--- config.mk ---
export PLATFORM = sky130hd
export DESIGN_NAME = imem_line_responder
export DESIGN_NICKNAME = d
export VERILOG_FILES = /design/src/rtl/imem_pkg.sv /design/src/rtl/imem_line_buffer.sv /design/src/rtl/imem_line_responder.sv
export SDC_FILE = /design/constraint.sdc
export NUM_CORES = 1
export LEC_CHECK = 0
export BUFFER_PORTS_ARGS = -buffer_cell sky130_fd_sc_hd__buf_2
export CAP_MARGIN = 20
export CORE_MARGIN = 2
export CORE_UTILIZATION = 60
export CTS_CLUSTER_DIAMETER = 80
export DETAILED_ROUTE_END_ITERATION = 8
export PLACE_DENSITY = 0.84
export REMOVE_ABC_BUFFERS = 1
export SYNTH_ARGS = -nofsm -noshare
export SYNTH_HDL_FRONTEND = slang
export SYNTH_SLANG_ARGS = --single-unit
--- constraint.sdc ---
create_clock -name clk -period 5.5 [get_ports clk]
set_clock_uncertainty 0.2 [all_clocks]
set_input_delay 0.55 -clock clk [delete_from_list [all_inputs] [get_ports clk]]
set_output_delay 0.55 -clock clk [all_outputs]
set_load 0.01 [all_outputs]
--- src/rtl/imem_pkg.sv ---
// Shared constants and types for the instruction line responder.
package imem_pkg;

  // RISC-V "addi x0, x0, 0": returned whenever the fetch data is not valid.
  localparam logic [31:0] NOP_INSN = 32'h0000_0013;

  // Default number of 32-bit words per line.
  localparam int DEFAULT_LINE_WORDS = 4;

  // Responder control states.
  typedef enum logic [0:0] {
    IDLE   = 1'b0,
    REFILL = 1'b1
  } state_e;

  // Number of word-offset bits within a line.
  function automatic int off_bits(input int line_words);
    return $clog2(line_words);
  endfunction

endpackage

--- src/rtl/imem_line_buffer.sv ---
// Single instruction line: word storage with one write port, an
// asynchronous read port, and the valid/tag registers for the line.
module imem_line_buffer
  import imem_pkg::*;
#(
  parameter int LINE_WORDS = 4,
  parameter int IDX_WIDTH  = 2,
  parameter int TAG_WIDTH  = 28
) (
  input  logic                 clk,
  input  logic                 reset_n,
  input  logic                 we,
  input  logic [IDX_WIDTH-1:0] wr_idx,
  input  logic [31:0]          wr_data,
  input  logic [IDX_WIDTH-1:0] rd_idx,
  output logic [31:0]          rd_data,
  input  logic                 load,
  input  logic [TAG_WIDTH-1:0] load_tag,
  input  logic                 load_valid,
  input  logic                 invalidate,
  output logic                 valid,
  output logic [TAG_WIDTH-1:0] tag
);

  logic [31:0]          words_r [LINE_WORDS];
  logic                 valid_r;
  logic [TAG_WIDTH-1:0] tag_r;

  // Word storage: every word powers up as a NOP, beats land at wr_idx.
  always_ff @(posedge clk or negedge reset_n) begin
    if (!reset_n) begin
      for (int i = 0; i < LINE_WORDS; i++) begin
        words_r[i] <= NOP_INSN;
      end
    end else if (we) begin
      words_r[wr_idx] <= wr_data;
    end else begin
      words_r[wr_idx] <= words_r[wr_idx];
    end
  end

  // Line state: invalidation wins over a tag load; a load may still leave
  // the line invalid when a flush was seen while it was being filled.
  always_ff @(posedge clk or negedge reset_n) begin
    if (!reset_n) begin
      valid_r <= 1'b0;
      tag_r   <= '0;
    end else if (invalidate) begin
      valid_r <= 1'b0;
    end else if (load) begin
      valid_r <= load_valid;
      tag_r   <= load_tag;
    end else begin
      valid_r <= valid_r;
    end
  end

  assign rd_data = words_r[rd_idx];
  assign valid   = valid_r;
  assign tag     = tag_r;

endmodule

--- src/rtl/imem_line_responder.sv ---
// Fetch-side instruction responder: serves hits from a single line buffer
// with zero wait states and refills the whole line from the external bus,
// one req/ack beat per word, on a miss.
module imem_line_responder
  import imem_pkg::*;
#(
  parameter int ADDR_WIDTH = 32,
  parameter int LINE_WORDS = DEFAULT_LINE_WORDS,
  parameter int CNT_WIDTH  = 16
) (
  input  logic                  clk,
  input  logic                  reset_n,
  input  logic [ADDR_WIDTH-1:0] mem_addr,
  output logic [31:0]           mem_data,
  output logic                  mem_ready,
  input  logic                  flush,
  output logic                  ext_req,
  output logic [ADDR_WIDTH-1:0] ext_addr,
  input  logic                  ext_ack,
  input  logic [31:0]           ext_rdata,
  output logic                  busy,
  output logic [CNT_WIDTH-1:0]  miss_count
);

  localparam int OFF       = off_bits(LINE_WORDS);
  localparam int TAG_WIDTH = ADDR_WIDTH - OFF - 2;
  localparam logic [OFF-1:0] LAST_BEAT = OFF'(LINE_WORDS - 1);

  state_e                state_r;
  logic [TAG_WIDTH-1:0]  base_tag_r;
  logic [OFF-1:0]        cnt_r;
  logic                  ext_req_r;
  logic [ADDR_WIDTH-1:0] ext_addr_r;
  logic                  busy_r;
  logic                  flush_pend_r;
  logic [CNT_WIDTH-1:0]  miss_count_r;

  logic [TAG_WIDTH-1:0]  addr_tag_s;
  logic [OFF-1:0]        addr_idx_s;
  logic                  unused_addr_bits_s;
  logic                  line_valid_s;
  logic [TAG_WIDTH-1:0]  line_tag_s;
  logic [31:0]           line_rdata_s;
  logic                  hit_s;
  logic                  beat_s;
  logic                  last_beat_s;
  logic                  load_valid_s;
  logic                  invalidate_s;
  logic [OFF-1:0]        cnt_next_s;

  assign addr_tag_s         = mem_addr[ADDR_WIDTH-1:OFF+2];
  assign addr_idx_s         = mem_addr[OFF+1:2];
  assign unused_addr_bits_s = ^mem_addr[1:0];
  assign cnt_next_s         = cnt_r + {{(OFF-1){1'b0}}, 1'b1};

  imem_line_buffer #(
    .LINE_WORDS (LINE_WORDS),
    .IDX_WIDTH  (OFF),
    .TAG_WIDTH  (TAG_WIDTH)
  ) u_line (
    .clk        (clk),
    .reset_n    (reset_n),
    .we         (beat_s),
    .wr_idx     (cnt_r),
    .wr_data    (ext_rdata),
    .rd_idx     (addr_idx_s),
    .rd_data    (line_rdata_s),
    .load       (last_beat_s),
    .load_tag   (base_tag_r),
    .load_valid (load_valid_s),
    .invalidate (invalidate_s),
    .valid      (line_valid_s),
    .tag        (line_tag_s)
  );

  // Hit detection and the same-cycle fetch response.
  always_comb begin
    hit_s     = 1'b0;
    mem_ready = 1'b0;
    mem_data  = NOP_INSN;
    if ((state_r == IDLE) && line_valid_s && (line_tag_s == addr_tag_s) && !flush) begin
      hit_s     = 1'b1;
      mem_ready = 1'b1;
      mem_data  = line_rdata_s;
    end else begin
      hit_s     = 1'b0;
      mem_ready = 1'b0;
      mem_data  = NOP_INSN;
    end
  end

  // Line buffer control: beats only count in REFILL (acks in IDLE are
  // ignored); a flush seen at any point of the refill keeps the line invalid.
  always_comb begin
    beat_s       = 1'b0;
    last_beat_s  = 1'b0;
    load_valid_s = !(flush_pend_r || flush);
    invalidate_s = 1'b0;
    if (state_r == REFILL) begin
      beat_s      = ext_ack;
      last_beat_s = ext_ack && (cnt_r == LAST_BEAT);
    end else begin
      invalidate_s = !hit_s;
    end
  end

  // Refill sequencer, beat handshake and saturating miss counter.
  always_ff @(posedge clk or negedge reset_n) begin
    if (!reset_n) begin
      state_r      <= IDLE;
      base_tag_r   <= '0;
      cnt_r        <= '0;
      ext_req_r    <= 1'b0;
      ext_addr_r   <= '0;
      busy_r       <= 1'b0;
      flush_pend_r <= 1'b0;
      miss_count_r <= '0;
    end else begin
      case (state_r)
        IDLE: begin
          if (flush) begin
            state_r <= IDLE;
          end else if (!hit_s) begin
            state_r      <= REFILL;
            base_tag_r   <= addr_tag_s;
            cnt_r        <= '0;
            ext_req_r    <= 1'b1;
            ext_addr_r   <= {addr_tag_s, {(OFF + 2){1'b0}}};
            busy_r       <= 1'b1;
            flush_pend_r <= 1'b0;
            if (miss_count_r != {CNT_WIDTH{1'b1}}) begin
              miss_count_r <= miss_count_r + {{(CNT_WIDTH-1){1'b0}}, 1'b1};
            end else begin
              miss_count_r <= miss_count_r;
            end
          end else begin
            state_r <= IDLE;
          end
        end
        REFILL: begin
          if (flush) begin
            flush_pend_r <= 1'b1;
          end else begin
            flush_pend_r <= flush_pend_r;
          end
          if (ext_ack) begin
            cnt_r      <= cnt_next_s;
            ext_addr_r <= {base_tag_r, cnt_next_s, 2'b00};
            if (cnt_r == LAST_BEAT) begin
              state_r      <= IDLE;
              ext_req_r    <= 1'b0;
              busy_r       <= 1'b0;
              flush_pend_r <= 1'b0;
            end else begin
              state_r <= REFILL;
            end
          end else begin
            state_r <= REFILL;
          end
        end
        default: begin
          state_r   <= IDLE;
          ext_req_r <= 1'b0;
          busy_r    <= 1'b0;
        end
      endcase
    end
  end

  assign ext_req    = ext_req_r;
  assign ext_addr   = ext_addr_r;
  assign busy       = busy_r;
  assign miss_count = miss_count_r;

endmodule
==> impl_metrics.env, run 1 <==
export IMPL_max_slew_worst_pin_slew_ns=1.05
export IMPL_critical_path_class="register to primary output"
export IMPL_viasPerCell=5.94
export IMPL_syn_avg_cell_area_sq_um=12.5
export IMPL_grt_pass1_vias=7904
export IMPL_min_period_ns=3.66
export IMPL_synth_compound_area_share_pct=5.97
export IMPL_ys_types=36
export IMPL_dr_pass1_iters=4
export IMPL_h_tree_depth=1
export IMPL_cts_root_buffer_cell="clkbuf_16"
export IMPL_syn_area_sq_um=11500
export IMPL_grt_overflow=0
export IMPL_core_area_sq_um=18800
export IMPL_clockBufferDepth=3
export IMPL_yosysSeqAreaShare_pct=51.1
export IMPL_arrival_ns=2.91
export IMPL_io_pin_count=151
export IMPL_final_hold_violation_count=7
export IMPL_dp_slack_ns=2.00
export IMPL_r2r_slack_ns=2.35
export IMPL_cp_end_kind="primary output"
export IMPL_ant_nets=0
export IMPL_drt_iter0_drc=431
export IMPL_required_ns=4.75
export IMPL_final_area_sq_um=13100
export IMPL_place_area_sq_um=12300
export IMPL_postCtsHoldBufs=0
export IMPL_fmax_ghz=0.273
export IMPL_cts_setup_buffers=0
export IMPL_start_util_pct=61.2
export IMPL_violations="hold timing"
export IMPL_synth_mux_area_share_pct=27.6
export IMPL_gp_congestion=0.762
export IMPL_rows=50
export IMPL_synth_top_family_by_area="multiplexers"
export IMPL_cts_buffers=24
export IMPL_fin_nets=1110
export IMPL_hold_path_class="input port to asynchronous set/reset pin"
export IMPL_setup_viol=0
export IMPL_area_growth_synth_to_final_pct=14.2
export IMPL_grt_total_usage_pct=24.7
export IMPL_portBuffers=146
export IMPL_leakagePower_nw=5.68
export IMPL_rsz0062_at_grt="false"
export IMPL_period_share_pct=66.6
export IMPL_synth_seq_cells=234
export IMPL_grt_pass1_wl_um=39900
export IMPL_synthAdderAreaFrac_pct=0.545
export IMPL_holdWs_ns=-0.0417
export IMPL_synth_xor_area_share_pct=3.13
export IMPL_crit_fanout=33
export IMPL_p_per_area_nw_per_um2=590
export IMPL_cts_resized=0
export IMPL_yosysWarnings=0
export IMPL_hpwl_um=14800
export IMPL_max_cap_viol_count=0
export IMPL_peakVddDrop_v=0.000384
export IMPL_cts_sinks=234
export IMPL_grt_max_degree=140
export IMPL_cts_tree="done"
export IMPL_vias=7659
export IMPL_slew_violations=0
export IMPL_routedWlPerCell_um=19.0
export IMPL_drive_gt1_share_pct=37.8
export IMPL_start_kind="register"
export IMPL_setup_slack_ns=1.84
export IMPL_path_clk_slew_ns=0.06
export IMPL_drc=0
export IMPL_routed_wirelength_um=24600
export IMPL_chipHeight_um=142
export IMPL_antenna_found_initial=2
export IMPL_clk_latency_ns=0.51
export IMPL_synthSimpleGateAreaFrac_pct=8.75
export IMPL_die_area_sq_um=20300
export IMPL_dieWidth_um=142
export IMPL_max_slew_margin_rel_pct=30.3
export IMPL_status="complete, but fails checks"
export IMPL_syn_inst=920
## per-stage QoR
stage | utilization (%) | power, mW | instances | setup TNS, ns
6_report | 69.8 | 7.73 | 1290 | 0
5_1_grt | 69.8 | 8.22 | 1289 | 0
4_1_cts | 69.8 | 7.78 | 1289 | 0
3_5_place_dp | 65.8 | 6.15 | 1245 | 0
3_3_place_gp | 65.8 | 5.98 | 1245 | 0
2_1_floorplan | - | 5.31 | 852 | -37.59
## final timing paths
kind                           startpoint                  end  cells past startpoint
min reg2reg                  flush_pend_r         u_line.valid                      1
min                               reset_n  u_line.words_r[114]                      1
max in group asynchronous         reset_n       base_tag_r[16]                      2
min in group clk                    flush         u_line.valid                      2
max                        u_line.tag[24]          mem_data[1]                      7
max reg2reg                u_line.tag[24]        miss_count[1]                      7
## power by group
group | internal (mW) | switching, mW | leakage, nW
Clock | 0.912 | 0.661 | 0.386
Sequential | 2.52 | 0.552 | 2.58
Combinational | 1.60 | 1.49 | 2.70
## layout by cell type, fill, tap and decap left out, types with 7 or more instances in the layout
| cell | instances |
|---|---|
| nor4_1 | 9 |
| nor2_1 | 134 |
| dfstp_2 | 12 |
| mux4_2 | 64 |
| mux2i_1 | 34 |
| nor2b_1 | 30 |
| xnor2_1 | 9 |
| mux2_2 | 86 |
| dfrtp_1 | 221 |
| xor2_1 | 32 |
| buf_2 | 145 |
| mux2_4 | 28 |
| clkbuf_16 | 25 |
| nand2_1 | 13 |
| a21oi_1 | 129 |
| buf_4 | 12 |
| clkinv_2 | 7 |
## layout make-up
cell class | count | area (sq um)
Inverter | 4 | 15.0
Sequential cell | 234 | 5870
Timing Repair Buffer | 159 | 851
Multi-Input combinational cell | 614 | 5310
Tap cell | 234 | 293
Clock buffer | 37 | 731
Antenna cell | 1 | 2.50
Fill cell | 1283 | 5660
Clock inverter | 7 | 35.0
## worst max-delay path: stages (launching register included)
cell,delay (ns)
dfrtp_1,0.39
xor2_1,0.16
nor4_1,0.32
nand4_1,0.26
or3_1,0.47
buf_4,0.29
or2_2,0.35
buf_2,0.15
## layer usage
metal,share of wire [%],track usage (%)
met1,41,31.6
met2,51,44.1
met3,6.4,5.05
met4,1.3,5.16
met5,0.045,0
## cell families (layout without fill, tap and decap cells)
kind of cell    after synthesis  count (layout)
fa+ha+maj                     5               5
xor+xnor                     41              41
compound gates              133             133
other cells                   1               3
flops                       234             234
simple gates                221             221
buf+inv                      73             207
mux                         212             212
## state kept, by name, summed over array words and instances, names as in the netlist
signal / count
u_line.words_r: 128
ext_addr: 29
base_tag_r: 28
u_line.tag: 28
miss_count: 16
busy: 1
cnt_r: 1
flush_pend_r: 1
state_r: 1
u_line.valid: 1
## synthesized netlist by cell type
cell      instances  area (sq um)
nor2_1          134           503
nor3_1            6          30.0
buf_4             6          45.0
mux2_4           28           420
o41ai_1           1          8.76
nor3b_1           1          7.51
and3_1            3          18.8
nand3_1           6          30.0
conb_1            1          3.75
and2_1            1          6.26
xor2_1           32           280
nor4b_1           2          17.5
ha_1              5          62.6
o21a_4            1          15.0
nand4_1           5          31.3
xnor2_1           9          78.8
buf_2             6          30.0
nand2b_1          1          6.26
a21o_1            1          7.51
mux4_2           64          1440
o32ai_1           1          8.76
dfstp_2          12           315
clkbuf_1         42           158
dfrtp_1         222          5560
nor4_1            9          56.3
nor2b_1          30           188
nand2_1          14          52.6
or2_2             4          25.0
buf_1            12          45.0
nand3b_1          1          7.51
or3_1             4          25.0
mux2i_1          34           340
a21oi_1         129           646
inv_1             4          15.0
mux2_2           86           968
buf_6             3          33.8
Power figures use the tool's default switching activity.
==> run 2: changes to the inputs <==
Settings changed: CORE_UTILIZATION 60 to 58, PLACE_DENSITY 0.84 to 0.82.
Clock period 5.5 ns to 3.75 ns, I/O delays scaled along.
==> impl_metrics.env, run 2 (same netlist as run 1, synthesis figures left out) <==
export IMPL_max_slew_worst_pin_slew_ns=0.975
export IMPL_r2r_end="ext_addr[21]"
export IMPL_grt_total_usage_pct=25.7
export IMPL_hold_depth=3
export IMPL_r2r_slack_ns=0.79
export IMPL_rows=51
export IMPL_cts_buffers=25
export IMPL_io_pin_count=151
export IMPL_max_slew_margin_rel_pct=35.0
export IMPL_final_common_cell="dfrtp_1"
export IMPL_crit_fanout=35
export IMPL_max_cap_viol_count=0
export IMPL_status="complete, no violations"
export IMPL_chipHeight_um=145
export IMPL_hp_start="ext_rdata[16]"
export IMPL_final_area_sq_um=13600
export IMPL_area_growth_synth_to_final_pct=18.4
export IMPL_r2r_cells=7
export IMPL_cp_end_kind="primary output"
export IMPL_arrival_ns=3.05
export IMPL_antenna_found_initial=2
export IMPL_die_area_sq_um=20900
export IMPL_min_to="u_line.words_r[16]"
export IMPL_grt_max_degree=123
export IMPL_clk_latency_ns=0.52
export IMPL_peakVddDrop_v=0.000571
export IMPL_core_area_sq_um=19500
export IMPL_critPathLaunch="mem_addr[21]"
export IMPL_layout_common_cells="221 x dfrtp_1, 145 x buf_2, 134 x nor2_1"
export IMPL_finish_utilization_pct=69.8
export IMPL_ant_nets=0
export IMPL_hpwl_um=15500
export IMPL_period_share_pct=96.7
export IMPL_vias=7946
export IMPL_routed_wirelength_um=26000
export IMPL_grt_overflow=0
export IMPL_regMostFlops="u_line.words_r"
export IMPL_largest_register_ffs=128
export IMPL_start_util_pct=59.0
export IMPL_viasPerCell=5.85
export IMPL_gp_congestion=0.756
export IMPL_clockBufferDepth=3
export IMPL_final_cells=1358
export IMPL_required_ns=3.17
export IMPL_portBuffers=146
export IMPL_start_kind="input port"
export IMPL_slew_violations=0
export IMPL_dieWidth_um=145
export IMPL_cts_setup_buffers=0
export IMPL_cts_root_buffer_cell="clkbuf_16"
export IMPL_place_area_sq_um=12400
export IMPL_cts_tree="done"
export IMPL_reg2reg_from="u_line.tag[17]"
export IMPL_drc=0
export IMPL_critical_path_class="input port to primary output"
export IMPL_p_per_area_nw_per_um2=855
export IMPL_dr_pass1_iters=5
export IMPL_drive_gt1_share_pct=37.5
export IMPL_grt_pass1_wl_um=42100
export IMPL_leakagePower_nw=5.86
export IMPL_h_tree_depth=1
export IMPL_rsz0062_at_grt="false"
export IMPL_hold_path_class="input port to register"
export IMPL_final_hold_violation_count=0
export IMPL_fmax_ghz=0.276
export IMPL_dp_cells=1282
export IMPL_setup_viol=0
export IMPL_cts_sinks=234
export IMPL_path_clk_slew_ns=0.06
export IMPL_fin_nets=1148
export IMPL_routedWlPerCell_um=19.2
export IMPL_grt_pass1_vias=8203
export IMPL_min_period_ns=3.63
export IMPL_drt_iter0_drc=468
run 2: worst max-delay path by stage:
stage	to	cells past startpoint	slack (ns)
CTS	mem_data[1]	9	0.04
floorplan	miss_count[1]	4	-2.65
finish	mem_data[1]	9	0.12
detailed placement	ext_addr[21]	8	0.63
global placement	ext_addr[13]	8	0.70
global route	mem_data[1]	9	0.04
run 2: through the flow:
stage	setup WS (ns)	hold WS [ns]	setup TNS [ns]	power, mW
floorplan	-2.65	-0.121	-143.28	7.79
global placement	0.704	0.258	0	8.83
detailed placement	0.633	0.280	0	9.10
CTS	0.0418	0.0173	0	11.6
global route	0.0356	0.0543	0	12.4
finish	0.124	0.0357	0	11.6
run 2: worst max-delay path, stage by stage:
cell           delay, ns
dlygate4sd3_1       0.53
buf_2               0.15
xor2_1              0.17
nor4_1              0.37
nand4_1             0.23
or3_1               0.42
buf_4               0.28
or2_2               0.35
buf_2               0.14
run 2: layer usage:
metal	up-vias	global-route usage, %	routed length, um
li1	3589	-	-
met1	4031	33.0	10700
met2	269	45.3	13200
met3	57	4.64	1520
met4	0	6.75	576
met5	-	0	0
run 2: where the power goes:
group	internal, mW	switching [mW]	total, mW
registers	3.69	0.888	4.58
logic	2.38	2.17	4.55
clock network	1.49	1.00	2.49
total	7.56	4.06	11.6
run 2: layout make-up:
cell class / instances / area (sq um)
antenna: 2 / 5.00
clock buffer: 35 / 733
clock inverter: 8 / 96.3
fill: 1345 / 5870
inverter: 4 / 15.0
multi-input combinational: 614 / 5320
sequential: 234 / 5870
tap: 265 / 332
timing repair buffer: 196 / 1220
run 2: repair_timing:
item                                    CTS  global route
hold buffers                             31             0
resized for setup                         0             2
endpoints found under the setup margin    0             4
endpoints found under the hold margin   137             0
